$ cat src/rtl/tm_pkg.sv
// Shared types and default sizing for the Turing machine input sequencer and core.
package tm_pkg;

  localparam int TM_DW        = 4;
  localparam int TM_MAX_WORDS = 64;
  localparam int TM_HOLD      = 2;
  localparam int TM_MAX_STEPS = 1023;

  typedef enum logic [2:0] {
    IDLE,
    LOAD_HI,
    LOAD_LO,
    DONE,
    WAIT_STEP,
    STEP_HI,
    STEP_LO,
    FINISHED
  } seq_state_t;

  function automatic logic [15:0] sat_inc16(input logic [15:0] v);
    return (v == 16'hFFFF) ? v : v + 16'd1;
  endfunction

endpackage

$ cat src/rtl/tm_input_sequencer_if.sv
// Stream, compute-control and status signals between the sequencer and its neighbours.
interface tm_input_sequencer_if
  import tm_pkg::*;
#(
  parameter int DW        = TM_DW,
  parameter int MAX_WORDS = TM_MAX_WORDS
);
  localparam int WCW = $clog2(MAX_WORDS + 1);

  logic           in_valid;
  logic [DW-1:0]  in_data;
  logic           in_last;
  logic           in_ready;
  logic           run;
  logic           step;
  logic           Compute_done;
  logic [DW-1:0]  input_data;
  logic           Next;
  logic           Done;
  logic           busy;
  logic           finished;
  logic           overflow;
  logic           timeout;
  logic [WCW-1:0] word_count;
  logic [15:0]    step_count;

  modport master (
    output in_valid, in_data, in_last, run, step, Compute_done,
    input  in_ready, input_data, Next, Done, busy, finished, overflow, timeout,
           word_count, step_count
  );

  modport slave (
    input  in_valid, in_data, in_last, run, step, Compute_done,
    output in_ready, input_data, Next, Done, busy, finished, overflow, timeout,
           word_count, step_count
  );

endinterface

$ cat src/rtl/phase_timer.sv
// Down-counter timing each Next high/low phase; expire_o marks the last cycle of a phase.
module phase_timer #(
  parameter int HOLD = 2
) (
  input  logic clock,
  input  logic reset_n,
  input  logic load_i,
  output logic expire_o
);
  localparam logic [3:0] LOAD_VAL = 4'(HOLD - 1);

  logic [3:0] cnt_q, cnt_d;

  always_comb begin
    cnt_d = cnt_q;
    if (load_i) begin
      cnt_d = LOAD_VAL;
    end else if (cnt_q != 4'd0) begin
      cnt_d = cnt_q - 4'd1;
    end
  end

  always_ff @(posedge clock) begin
    if (!reset_n) begin
      cnt_q <= 4'd0;
    end else begin
      cnt_q <= cnt_d;
    end
  end

  assign expire_o = (cnt_q == 4'd0);

endmodule

$ cat src/rtl/tm_input_sequencer.sv
// Converts a word stream into the core's Next/Done level handshake, then paces compute steps.
// Optional step limit: define TM_SEQ_STEP_LIMIT_EN.
module tm_input_sequencer
  import tm_pkg::*;
#(
  parameter int DW        = TM_DW,
  parameter int MAX_WORDS = TM_MAX_WORDS,
  parameter int HOLD      = TM_HOLD,
  parameter int MAX_STEPS = TM_MAX_STEPS
) (
  input logic                 clock,
  input logic                 reset_n,
  tm_input_sequencer_if.slave bus
);
  localparam int             WCW    = $clog2(MAX_WORDS + 1);
  localparam logic [WCW-1:0] WC_MAX = WCW'(MAX_WORDS);

  if (HOLD < 1 || HOLD > 15 || MAX_STEPS < 1) begin : g_bad_param
    $error("tm_input_sequencer: HOLD must be 1..15 and MAX_STEPS at least 1");
  end

  seq_state_t     state_q, state_d;
  logic [WCW-1:0] word_count_q, word_count_d;
  logic [15:0]    step_count_q, step_count_d;
  logic [DW-1:0]  input_data_q, input_data_d;
  logic           last_q, last_d;
  logic           overflow_q, overflow_d;
  logic           next_q, next_d;
  logic           done_q, done_d;
  logic           busy_q, busy_d;
  logic           finished_q, finished_d;
  logic           in_ready_q, in_ready_d;
  logic           timer_load;
  logic           expire;

`ifdef TM_SEQ_STEP_LIMIT_EN
  localparam logic [15:0] STEP_LIMIT = 16'(MAX_STEPS);
  logic timeout_q, timeout_d;
`endif

  phase_timer #(.HOLD(HOLD)) u_timer (
    .clock    (clock),
    .reset_n  (reset_n),
    .load_i   (timer_load),
    .expire_o (expire)
  );

  always_comb begin
    state_d      = state_q;
    word_count_d = word_count_q;
    step_count_d = step_count_q;
    input_data_d = input_data_q;
    last_d       = last_q;
    overflow_d   = overflow_q;
`ifdef TM_SEQ_STEP_LIMIT_EN
    timeout_d    = timeout_q;
`endif

    case (state_q)
      IDLE: begin
        // in_ready_q is low for one cycle after reset release, so gate on it
        if (bus.in_valid && in_ready_q) begin
          if (word_count_q < WC_MAX) begin
            input_data_d = bus.in_data;
            word_count_d = word_count_q + WCW'(1);
            last_d       = bus.in_last;
            state_d      = LOAD_HI;
          end else begin
            overflow_d = 1'b1;
            if (bus.in_last) begin
              state_d = DONE;
            end
          end
        end
      end
      LOAD_HI: if (expire) state_d = LOAD_LO;
      LOAD_LO: if (expire) state_d = last_q ? DONE : IDLE;
      DONE:    state_d = WAIT_STEP;
      WAIT_STEP: begin
        if (bus.Compute_done) begin
          state_d = FINISHED;
`ifdef TM_SEQ_STEP_LIMIT_EN
        end else if (step_count_q == STEP_LIMIT) begin
          state_d   = FINISHED;
          timeout_d = 1'b1;
`endif
        end else if (bus.run || bus.step) begin
          state_d = STEP_HI;
        end
      end
      STEP_HI: if (expire) state_d = STEP_LO;
      STEP_LO: begin
        if (expire) begin
          step_count_d = sat_inc16(step_count_q);
          state_d      = WAIT_STEP;
        end
      end
      FINISHED: state_d = FINISHED;
      default:  state_d = IDLE;
    endcase

    // Every state change enters a fresh phase; the timer is ignored outside HI/LO states
    timer_load = (state_d != state_q);

    next_d     = (state_d == LOAD_HI) || (state_d == STEP_HI);
    done_d     = (state_d == DONE);
    busy_d     = (state_d != IDLE) && (state_d != FINISHED);
    finished_d = (state_d == FINISHED);
    in_ready_d = (state_d == IDLE);
  end

  always_ff @(posedge clock) begin
    if (!reset_n) begin
      state_q      <= IDLE;
      word_count_q <= '0;
      step_count_q <= '0;
      input_data_q <= '0;
      last_q       <= 1'b0;
      overflow_q   <= 1'b0;
      next_q       <= 1'b0;
      done_q       <= 1'b0;
      busy_q       <= 1'b0;
      finished_q   <= 1'b0;
      in_ready_q   <= 1'b0;
    end else begin
      state_q      <= state_d;
      word_count_q <= word_count_d;
      step_count_q <= step_count_d;
      input_data_q <= input_data_d;
      last_q       <= last_d;
      overflow_q   <= overflow_d;
      next_q       <= next_d;
      done_q       <= done_d;
      busy_q       <= busy_d;
      finished_q   <= finished_d;
      in_ready_q   <= in_ready_d;
    end
  end

`ifdef TM_SEQ_STEP_LIMIT_EN
  always_ff @(posedge clock) begin
    if (!reset_n) begin
      timeout_q <= 1'b0;
    end else begin
      timeout_q <= timeout_d;
    end
  end

  assign bus.timeout = timeout_q;
`else
  assign bus.timeout = 1'b0;
`endif

  assign bus.in_ready   = in_ready_q;
  assign bus.input_data = input_data_q;
  assign bus.Next       = next_q;
  assign bus.Done       = done_q;
  assign bus.busy       = busy_q;
  assign bus.finished   = finished_q;
  assign bus.overflow   = overflow_q;
  assign bus.word_count = word_count_q;
  assign bus.step_count = step_count_q;

endmodule

$ cat src/flat_wrapper.sv
// flat-port wrapper written by rule: the top's interface ports become plain ports
module tm_input_sequencer_flat import tm_pkg::*;
#(
  parameter int DW        = TM_DW,
  parameter int MAX_WORDS = TM_MAX_WORDS,
  parameter int HOLD      = TM_HOLD,
  parameter int MAX_STEPS = TM_MAX_STEPS
)
  (clock, reset_n, bus_in_valid, bus_in_data, bus_in_last, bus_run, bus_step, bus_Compute_done, bus_in_ready, bus_input_data, bus_Next, bus_Done, bus_busy, bus_finished, bus_overflow, bus_timeout, bus_word_count, bus_step_count);
  tm_input_sequencer_if #(.DW(DW), .MAX_WORDS(MAX_WORDS)) bus_i ();
  input logic clock;
  input logic reset_n;
  input wire logic [$bits(bus_i.in_valid)-1:0] bus_in_valid;
  input wire logic [$bits(bus_i.in_data)-1:0] bus_in_data;
  input wire logic [$bits(bus_i.in_last)-1:0] bus_in_last;
  input wire logic [$bits(bus_i.run)-1:0] bus_run;
  input wire logic [$bits(bus_i.step)-1:0] bus_step;
  input wire logic [$bits(bus_i.Compute_done)-1:0] bus_Compute_done;
  output wire logic [$bits(bus_i.in_ready)-1:0] bus_in_ready;
  output wire logic [$bits(bus_i.input_data)-1:0] bus_input_data;
  output wire logic [$bits(bus_i.Next)-1:0] bus_Next;
  output wire logic [$bits(bus_i.Done)-1:0] bus_Done;
  output wire logic [$bits(bus_i.busy)-1:0] bus_busy;
  output wire logic [$bits(bus_i.finished)-1:0] bus_finished;
  output wire logic [$bits(bus_i.overflow)-1:0] bus_overflow;
  output wire logic [$bits(bus_i.timeout)-1:0] bus_timeout;
  output wire logic [$bits(bus_i.word_count)-1:0] bus_word_count;
  output wire logic [$bits(bus_i.step_count)-1:0] bus_step_count;
  assign bus_i.in_valid = bus_in_valid;
  assign bus_i.in_data = bus_in_data;
  assign bus_i.in_last = bus_in_last;
  assign bus_i.run = bus_run;
  assign bus_i.step = bus_step;
  assign bus_i.Compute_done = bus_Compute_done;
  assign bus_in_ready = bus_i.in_ready;
  assign bus_input_data = bus_i.input_data;
  assign bus_Next = bus_i.Next;
  assign bus_Done = bus_i.Done;
  assign bus_busy = bus_i.busy;
  assign bus_finished = bus_i.finished;
  assign bus_overflow = bus_i.overflow;
  assign bus_timeout = bus_i.timeout;
  assign bus_word_count = bus_i.word_count;
  assign bus_step_count = bus_i.step_count;
  tm_input_sequencer #(.DW(DW), .MAX_WORDS(MAX_WORDS), .HOLD(HOLD), .MAX_STEPS(MAX_STEPS)) u_core (.clock(clock), .reset_n(reset_n), .bus(bus_i));
endmodule
$ cat config.mk
export PLATFORM = sky130hd
export DESIGN_NAME = tm_input_sequencer_flat
export DESIGN_NICKNAME = d
export VERILOG_FILES = /design/src/rtl/tm_pkg.sv /design/src/rtl/tm_input_sequencer_if.sv /design/src/rtl/phase_timer.sv /design/src/rtl/tm_input_sequencer.sv /design/src/flat_wrapper.sv
export SDC_FILE = /design/constraint.sdc
export NUM_CORES = 1
export LEC_CHECK = 0
export ABC_AREA = 1
export ABC_CLOCK_PERIOD_IN_PS = 3560
export CORE_UTILIZATION = 54
export DETAILED_ROUTE_END_ITERATION = 7
export PLACE_DENSITY_LB_ADDON = 0.2
export SYNTH_ARGS = -nofsm -noshare
export SYNTH_HDL_FRONTEND = slang
export SYNTH_SLANG_ARGS = --single-unit
$ cat constraint.sdc
create_clock -name clock -period 3.56 [get_ports clock]
set_clock_uncertainty 0.1 [all_clocks]
set_input_delay 0.356 -clock clock [delete_from_list [all_inputs] [get_ports clock]]
set_output_delay 0.356 -clock clock [all_outputs]
set_load 0.02 [all_outputs]
# After elaboration in Yosys (flattened, before gate mapping)
# Index checks and enable logic that the tools add are counted.
# op_classes
n_shift,0
reduce_logical,14
n_lt_le_gt_ge,1
n_eq_ne,14
n_div,0
mux,13
bitwise,3
add_sub_neg,3
multipliers,0
# ops
op,n
$mux W3,9
$pmux W3 S8,1
$eq A3 B3 Y1 const B,6
$add A16 B1 Y16 const B,1
$eq A16 B16 Y1 const B,1
$eq A3 B2 Y1 const B,3
$reduce_and A3 Y1,3
$add A7 B1 Y7 const B,1
$lt A7 B7 Y1 const B,1
$eq A3 B1 Y1 const B,2
$logic_not A3 Y1,2
$logic_not A4 Y1,1
$reduce_bool A4 Y1,1
$sub A4 B1 Y4 const B,1
$ne A3 B3 Y1,1
$ne A3 B3 Y1 const B,1
$not A1 Y1,3
$reduce_bool A3 Y1,1
$logic_and A1 B1 Y1,2
$logic_or A1 B1 Y1,2
$mux W1,2
$mux W2,1
$reduce_bool A2 Y1,1
$reduce_or A2 Y1,1
# totals
regBits,41
inputBits,11
ramBits,0
mem_bits_ro,0
output_inout_bits,34
memories,0
latchBits,0
elab_cells,61

# Depth between registers and ports, before layout
# Gate-level depths: netlist (run 1).
# depth
ltp_word,6
ltp_mapped,14

# Modules after synthesis
# A second synthesis (run 1) with hierarchy kept.
# hier_totals
cells_unflattened,339
area_unflattened_um2,2244.7
# by_module_without_submodules
module,area_each_um2,cells_per_inst,n_inst
tm_input_sequencer,2030.7,307,1
phase_timer,214.0,32,1

# Least setup slack after synthesis (run 1)
# Ideal clock, no wire load.
# synth_path
path_type,reg-to-reg
start,register u_core.step_count_q[0] (netlist: u_core.bus.step_count[0])
end,register u_core.step_count_q[1] (netlist: u_core.bus.step_count[1])
n_path_buf,1
path_stages_with_launch,12
setup_slack_ns,1.673
required_ns,3.344
arrival_time_ns,1.672
setup_ns,0.116
cell_sequence,dfxtp_1 > ha_1 > nand3_2 > nor2_4 > nand3_2 > nor2_4 > nand2_2 > nand2_4 > inv_2 > buf_6 > nor2_1 > nor2_1
# synth_via
elab_chain_len,3
word_cells_on_any_way,4
cone_classes,1 x add/sub; 1 x eq/ne; 1 x bitwise; 1 x reduce/logical
# synth_lines
element,line,rtl
from (decl),tm_input_sequencer.sv:24,"logic [15:0] step_count_q, step_count_d;"
from (signal assigned),tm_input_sequencer.sv:128,step_count_q <= step_count_d;
branches (longest 3 deep; another with $add A16 B1 Y16),n/a,
# Several ways; the timed one is not identified.
# A chain may end at the register's enable or synchronous reset.

# Worst setup path in the final report (run 1)
# layout_path
start,register u_core.step_count_q[0] (netlist: u_core.bus.step_count[0])
end,register u_core.step_count_q[0] (netlist: u_core.bus.step_count[0])
# The elaborated chain is that of the path after synthesis.

==> results.ini, run 1 <==
[floorplan]
die-area_mm2=0.00402
initial_core_util=0.588
ios=45
die_w_um=63.4
dieHeight_um=63.4
rows=21
core_mm2=0.00347

[power]
power.total_mw=1.53
vdd_drop_max_mv=0.363
powerDensity_mw_per_mm2=592
power_leakage_nw=1.02

[worst_setup_path]
r2r-start=u_core.bus.step_count[0]
r2r_cells=10
cp-start-kind=flip-flop
crit_fanout=17
rrSetupSlack_ps=1550
required_ps=3640
critPathKind=reg2reg
critPathArrivalTime_ps=2090
cp-end-kind=flip-flop
rr_endpoint=u_core.bus.step_count[0]

[logic_synthesis]
yosysTopAreaCell=dfxtp_1
postSynthNetCount=301
seq_area_frac_synth=0.403
synth_cell_types=30
synth_area_mm2=0.00204
synth_area_leaders=dfxtp_1, nand2_1, nor2_1
yosys_warnings=0
avgSynthCellArea_um2=7.10
synth_top_area_frac=0.403
ys_seq_elements=41
syn-instance-count=287

[cells_and_area]
layout.cells.non_filler=376
syn_to_final_growth_pct=26.9
nets=343
finish.utilization=0.746
drive_above_1_share=0.0848
n_antenna_cell=0
nFillCells=311
ff_latch_area_um2=821
multiInputGateArea_mm2=0.00105

[clock_network]
path_clk_slew_ps=70
cts_resized=0
hold_buffers=0
clock_sinks=41
cts_tree=done
htreeDepth=2
root_buffer=clkbuf_8
cts_setup_buffers=0
clockBufferDepth=2
numCtsBuffers=5
clk_latency_ps=300

[timing]
slew-limit-headroom=0.606
hold_ws_ps=381
tightestPinTransition_ps=591
final.min_clock_period_ps=2010
setup_tns_ps=0
period_share=0.565
setup_viol=0
slew_violations=0
hold_viol=0
fmax_ghz=0.497
rsz0062_at_grt=no

[status]
outcome=finished clean

[hold_path]
min_to=u_core.last_q
min_path_cells=2
min_from=u_core.last_q
min_path_type=reg2reg

[route]
routedWlPerCell_um=11.0
drcViolationCount=0
viasPerCell=4.98
wirelength_mm=4.12
vias=1871
drtAntennaViolNets=0
drt_pass1_iterations=4
initialDrtViolationCount=85

[place]
placedCellCount=368
hpwl_mm=2.93
port_buffers=43
globalplace.congestion=0.795

[global_routing]
grt_pass1_wl_mm=7.29
grt_pass1_vias=1671
grt_max_degree=21
track_usage=0.229
antenna_found_initial=0
grt_overflow=0

[flow_run]
maxCapViolations=0

==> cells in the mapped netlist <==
master    count
nand2_1      65
conb_1        1
o21ai_0      16
dfxtp_1      41
a31oi_1       1
and3_1        1
buf_1         1
nand2_4       2
a21oi_1      21
nand3_1      14
nand3b_1      1
nor2_4        2
nand2_2       5
inv_2         4
buf_6         3
nor3_2        2
ha_1          3
nor3_1        7
nand3_2       2
clkbuf_1      3
xnor2_1       4
inv_4         1
nor2_2        2
a21oi_2       1
xor2_1        9
buf_4         1
nor2_1       42
nand4_1       5
o21ai_1       2
inv_1        25
==> area by class of cell <==
| class | count | share of cell area |
|---|---|---|
| multi-input cells | 208 | 0.404 |
| clock buffers | 7 | 0.0334 |
| clock inverters | 1 | 0.0116 |
| well taps | 46 | 0.0223 |
| flip-flops and latches | 41 | 0.317 |
| inverters | 30 | 0.0445 |
| repair buffers | 43 | 0.166 |
==> sequential cells by signal, summed over array words and instances, names as in the netlist <==
register	cells
u_core.bus.in_ready	1
u_core.bus.input_data	4
u_core.bus.Done	1
u_core.bus.busy	1
u_core.bus.Next	1
u_core.u_timer.cnt_q	4
u_core.bus.step_count	16
u_core.bus.overflow	1
u_core.last_q	1
u_core.state_q	3
u_core.bus.word_count	7
u_core.bus.finished	1
==> through the flow <==
stage	setup slack (ps)	instance area [um^2]
detailed placement	1380	2470
global placement	1410	2470
finish	1550	2590
floorplan	1670	2040
global route	1360	2590
CTS	1540	2590
==> logic make-up after synthesis <==
| logic type | after synthesis | synth area share |
|---|---|---|
| XOR/XNOR | 13 | 0.0559 |
| AND/OR/NAND/NOR | 150 | 0.334 |
| flip-flops | 41 | 0.403 |
| other | 1 | 0.00184 |
| adder cells (fa/ha/maj) | 3 | 0.0184 |
| AO/OA/AOI/OAI | 41 | 0.103 |
| buffers and inverters | 38 | 0.0841 |
==> worst max-delay path, stage by stage (launching register included) <==
cell	delay [ps]
dfxtp_1	430
ha_1	260
nand3_2	110
nor2_4	140
nand3_2	120
nor2_4	120
nand2_2	70
nand2_4	160
inv_2	170
o21ai_1	180
a21oi_2	40
==> worst max path at each step <==
| stage | cells past startpoint | from | to | slack [ps] |
|---|---|---|---|---|
| after detailed placement | 5 | reset_n | u_core.bus.finished | 1380 |
| final | 10 | u_core.bus.step_count[0] | u_core.bus.step_count[0] | 1550 |
| after global routing | 11 | u_core.bus.step_count[0] | u_core.bus.step_count[5] | 1360 |
| after global placement | 5 | reset_n | u_core.bus.Done | 1410 |
| after CTS | 10 | u_core.bus.step_count[0] | u_core.bus.step_count[0] | 1540 |
| after floorplan | 11 | u_core.bus.step_count[0] | u_core.bus.step_count[1] | 1670 |
==> cells in the final DEF (no fill, tap or decap), drive strengths merged, types with 3 or more instances in the layout <==
cell / n
xor2: 9
clkdlybuf4s50: 43
ha: 3
inv: 30
nand2: 72
dfxtp: 41
xnor2: 4
nand4: 5
nor2: 46
nand3: 16
nor3: 9
clkbuf: 7
o21ai: 18
a21oi: 22
==> layer usage <==
layer,vias to the layer above,GRT usage,wire (um)
li1,996,-,-
met1,827,0.284,1940
met2,42,0.383,1960
met3,6,0.0525,175
met4,0,0.0852,48
met5,-,0,0
==> power by group <==
group          switching, mW  leakage [nW]  total, mW  internal, mW
clock network          0.158        0.0585      0.386         0.229
logic                  0.361         0.632      0.571         0.210
registers             0.0479         0.333      0.573         0.525
Note: power is estimated with default switching activity, not from simulation.
==> inputs of run 2 (changes only) <==
- ABC_CLOCK_PERIOD_IN_PS: 3560 -> 2000
- CORE_UTILIZATION: 54 -> 50
- clock period: 3.56 -> 2 ns (I/O delays scaled with it)
==> run 2 against run 1 <==
Wire length increased by 1.8%; final cell count rose by 1.9%; sequential power is 80% higher; global-route usage decreased by 1.8 points; total power is 66% higher; flip-flop and latch count stayed put; worst hold slack better by 4.4 ps.
==> results.ini, run 2 (synthesis gave the netlist of run 1 again) <==
[timing]
rsz0062_at_grt=no
setup_tns_ps=0
fmax_ghz=0.552
setup_ws_ps=188
hold_viol=0
setup_viol=0
slew_violations=0
final.min_clock_period_ps=1810
period_share=0.906
hold_ws_ps=385

[floorplan]
rows=22
initial_core_util=0.540
dieHeight_um=65.8
ios=45
die-area_mm2=0.00434
core_mm2=0.00377
die_w_um=65.8

[global_routing]
grt_max_degree=18
grt_overflow=0
grt_pass1_wl_mm=7.03
grt_pass1_vias=1635
antenna_found_initial=0
track_usage=0.212

[clock_network]
cts_setup_buffers=0
htreeDepth=2
root_buffer=clkbuf_8
path_clk_slew_ps=70
clk_latency_ps=290
hold_buffers=0
cts_resized=0
clock_sinks=41
clockBufferDepth=2
cts_tree=done
numCtsBuffers=5

[cells_and_area]
mostFrequentLayoutCells=nand2_1, clkdlybuf4s50_1, nor2_1
finish.utilization=0.688
layout.cells.non_filler=383
layout_commonest_cell=nand2_1
nFillCells=337
largest_reg_flops=16
drive_above_1_share=0.101
n_antenna_cell=0
syn_to_final_growth_pct=27.4
nets=348

[worst_setup_path]
critPathMaxStageDelay_ps=370
critPathArrivalTime_ps=1890
crit_fanout=17
cp.buffers_inverters=1
crit_family=simple AND/OR/NAND/NOR gates
cp-end-kind=flip-flop
required_ps=2080
crit_chain=ha_1 > nand3_2 > nor2_4 > nand3_2 > nor2_4 > nand2_2 > nand2_4 > inv_2 > o21ai_1 > a21oi_2
slowest_stage=dfxtp_1
critPathKind=reg2reg
cp-start-kind=flip-flop

[power]
vdd_drop_max_mv=0.556
powerDensity_mw_per_mm2=981
power_leakage_nw=1.03

[route]
viasPerCell=5.01
vias=1920
initialDrtViolationCount=105
routedWlPerCell_um=11.0
drt_pass1_iterations=4
drtAntennaViolNets=0
drcViolationCount=0
wirelength_mm=4.20

[place]
port_buffers=43
globalplace.congestion=0.901
placedCellCount=375
hpwl_mm=3.12
post-place-ws_ps=172

[flow_run]
maxCapViolations=0

[status]
outcome=finished clean

[hold_path]
min_path_type=reg2reg

-- run 2: cell types whose count changed in the layout (fill, tap and decap cells not counted), sizes merged --
| cell | change |
|---|---|
| bufinv | -1 |
| buf | +5 |
| clkinv | +2 |
| clkbuf | -2 |
| clkinvlp | +1 |
-- run 2: final timing paths --
check,cells after the start,startpoint,end,slack [ps]
max,10,u_core.bus.step_count[1],u_core.bus.step_count[0],190
min,2,u_core.bus.overflow,u_core.bus.overflow,380
max reg2reg,10,u_core.bus.step_count[1],u_core.bus.step_count[0],190
min reg2reg,2,u_core.bus.overflow,u_core.bus.overflow,380
-- run 2: per-stage QoR --
| step | cell area [um^2] | power [mW] |
|---|---|---|
| floorplan | 2040 | 1.78 |
| global placement | 2510 | 2.02 |
| detailed placement | 2510 | 2.05 |
| CTS | 2600 | 2.56 |
| global route | 2600 | 2.76 |
| finish | 2600 | 2.55 |
-- run 2: power by group --
| part | internal (mW) | total, mW | switching [mW] |
|---|---|---|---|
| clock | 0.241 | 0.517 | 0.277 |
| sequential | 0.934 | 1.03 | 0.0922 |
| combinational | 0.377 | 1.00 | 0.625 |
-- run 2: layout make-up --
| cell class | instances | area (um^2) | share of cell area |
|---|---|---|---|
| Clock buffer | 5 | 68.8 | 0.0265 |
| Clock inverter | 3 | 17.5 | 0.00675 |
| Inverter | 30 | 115 | 0.0443 |
| Multi-Input combinational cell | 208 | 1050 | 0.403 |
| Sequential cell | 41 | 821 | 0.316 |
| Tap cell | 48 | 60.1 | 0.0231 |
| Timing Repair Buffer | 48 | 468 | 0.180 |
-- run 2: worst min-delay path, cell delays in order (launching register included) --
cell,delay [ps]
dfxtp_1,340
a31oi_1,50
nor2_1,70
-- run 2: per-layer routing --
layer,track usage,part of all wire
met1,0.286,0.47
met2,0.329,0.46
met3,0.0414,0.054
met4,0.0815,0.010
met5,0,0
==> inputs of run 3 (changes only) <==
- CORE_UTILIZATION: 50 -> 51
- CTS_CLUSTER_SIZE: unset -> 24
- SYNTH_HIERARCHICAL: unset -> 1
==> run 3 against run 2 <==
Flip-flop and latch count is the same; worst hold slack lost 32 ps; final cell count grew 16%; critical path type unchanged.
==> results.ini, run 3 <==
[power]
powerDensity_mw_per_mm2=1040
power_leakage_nw=1.21
power.total_mw=3.07
vdd_drop_max_mv=0.795

[worst_setup_path]
crit_chain=inv_2 > ha_4 > nand2_4 > inv_4 > inv_4 > nand2_1 > nand3_1 > nand2_1 > nor2_2 > nand3_1 > nand2_1 > nand3_2 > inv_1 > nand3_1 > nand2_1 > a21oi_2
r2r_cells=16
cp-end-kind=flip-flop
cpMostUsedCell=nand2_1
critPathMaxStageDelay_ps=350
crit_fanout=5
startpoint=u_core/u_timer/cnt_q[0]
critPathArrivalTime_ps=1980
rrSetupSlack_ps=100
critPathKind=reg2reg
cp-start-kind=flip-flop
crit_family=simple AND/OR/NAND/NOR gates
r2r-start=u_core/u_timer/cnt_q[0]
required_ps=2070
rr_endpoint=u_core/u_timer/cnt_q[0]
cp.buffers_inverters=4
slowest_stage=dfxtp_2

[hold_path]
min_path_type=reg2reg
min_from=u_core/bus.overflow
min_path_cells=2
min_to=u_core/bus.overflow

[floorplan]
dieHeight_um=68.3
ios=45
die_w_um=68.3
die-area_mm2=0.00467
core_mm2=0.00412
initial_core_util=0.545
rows=23

[timing]
fmax_ghz=0.525
slew_violations=0
setup_tns_ps=0
period_share=0.952
setup_ws_ps=95.2
final.min_clock_period_ps=1900
setup_viol=0
hold_viol=0

[cells_and_area]
nets=409
drive_above_1_share=0.146
nFillCells=355
layout_commonest_cell=nand2_1
ff_latch_area_um2=823
fin_area_mm2=0.00294
largest_reg_flops=16
mostFrequentLayoutCells=nand2_1, nor2_1, clkdlybuf4s50_1
n_antenna_cell=0
layout.cells.non_filler=446
syn_to_final_growth_pct=30.8
multiInputGateArea_mm2=0.00124

[status]
outcome=finished clean

[logic_synthesis]
yosysTopAreaCell=dfxtp_1
postSynthNetCount=353
synth-main-ff-cell=dfxtp_1
avgSynthCellArea_um2=6.62
synth_commonest_cells=nand2_1, nor2_1, dfxtp_1
syn-instance-count=339
synth-edff-count=0
ys_async_sr_fraction=0
yosys_warnings=6
synth_area_leaders=dfxtp_1, nand2_1, nor2_1
ys_seq_elements=41
synth_top_area_frac=0.366
yosysMostFrequentCell=nand2_1
synth_area_mm2=0.00224
seq_area_frac_synth=0.366
synth_cell_types=31

[clock_network]
hold_buffers=0
clockBufferDepth=2
clock_sinks=41
cts_tree=done
root_buffer=clkbuf_8
htreeDepth=2
numCtsBuffers=5
clk_latency_ps=280
path_clk_slew_ps=70

[global_routing]
grt_pass1_vias=1865
grt_pass1_wl_mm=8.14
grt_max_degree=17
antenna_found_initial=0
track_usage=0.232
grt_overflow=0

[route]
viasPerCell=5.17
drt_pass1_iterations=5
wirelength_mm=5.30
drcViolationCount=0
routedWlPerCell_um=11.9
initialDrtViolationCount=116
drtAntennaViolNets=0
vias=2305

[place]
placed_cell_area_mm2=0.00278
post-place-ws_ps=-76.6
hpwl_mm=3.81
globalplace.congestion=0.909
port_buffers=43
placedCellCount=436

[flow_run]
maxCapViolations=0

-- run 3: worst max-delay path by stage --
stage	endpoint	slack [ps]	cells past startpoint
5_1_grt	u_core/u_timer/cnt_q[0]	-30	17
3_3_place_gp	u_core/u_timer/cnt_q[3]	60	15
2_1_floorplan	u_core/u_timer/cnt_q[0]	60	17
6_report	u_core/u_timer/cnt_q[0]	100	16
3_5_place_dp	u_core/u_timer/cnt_q[2]	-80	15
4_1_cts	u_core/u_timer/cnt_q[3]	20	15
-- run 3: cell type report --
type | instances | area share
multi-input combinational | 247 | 0.423
sequential | 41 | 0.280
timing repair buffer | 59 | 0.192
inverter | 41 | 0.0550
clock buffer | 6 | 0.0247
tap | 50 | 0.0213
clock inverter | 2 | 0.00341
-- run 3: logic make-up after synthesis --
| kind of cell | after synthesis | synth area share |
|---|---|---|
| other | 1 | 0.00167 |
| adder cells (fa/ha/maj) | 3 | 0.0167 |
| AO/OA/AOI/OAI | 33 | 0.0814 |
| flip-flops | 41 | 0.366 |
| buffers and inverters | 51 | 0.104 |
| AND/OR/NAND/NOR | 206 | 0.415 |
| XOR/XNOR | 4 | 0.0156 |
-- run 3: through the flow --
stage	hold slack, ps	utilization
after floorplan	216	-
after global placement	343	0.676
after detailed placement	350	0.676
after CTS	361	0.697
after global routing	393	0.713
final	353	0.713
-- run 3: routing by layer --
layer	global-route usage	wire length (um)	part of all wire
met5	0	0	0
met3	0.0483	307	0.058
met1	0.302	2480	0.47
met4	0.0703	23	0.0043
met2	0.381	2500	0.47
-- run 3: timing repair --
item                       CTS  global route
setup endpoints to repair    4             4
resized for setup            3            16
pin swaps                    2             4
setup buffers                0             2
-- run 3: tightest hold or removal path, stage by stage, from the launching register on --
cell and delay [ps]:
dfxtp_1 310, inv_1 50, a21oi_1 50
-- run 3: report_power, final --
group          total (mW)  internal, mW  switching [mW]
clock               0.509         0.242           0.267
combinational        1.47         0.628           0.846
sequential           1.08         0.947           0.136
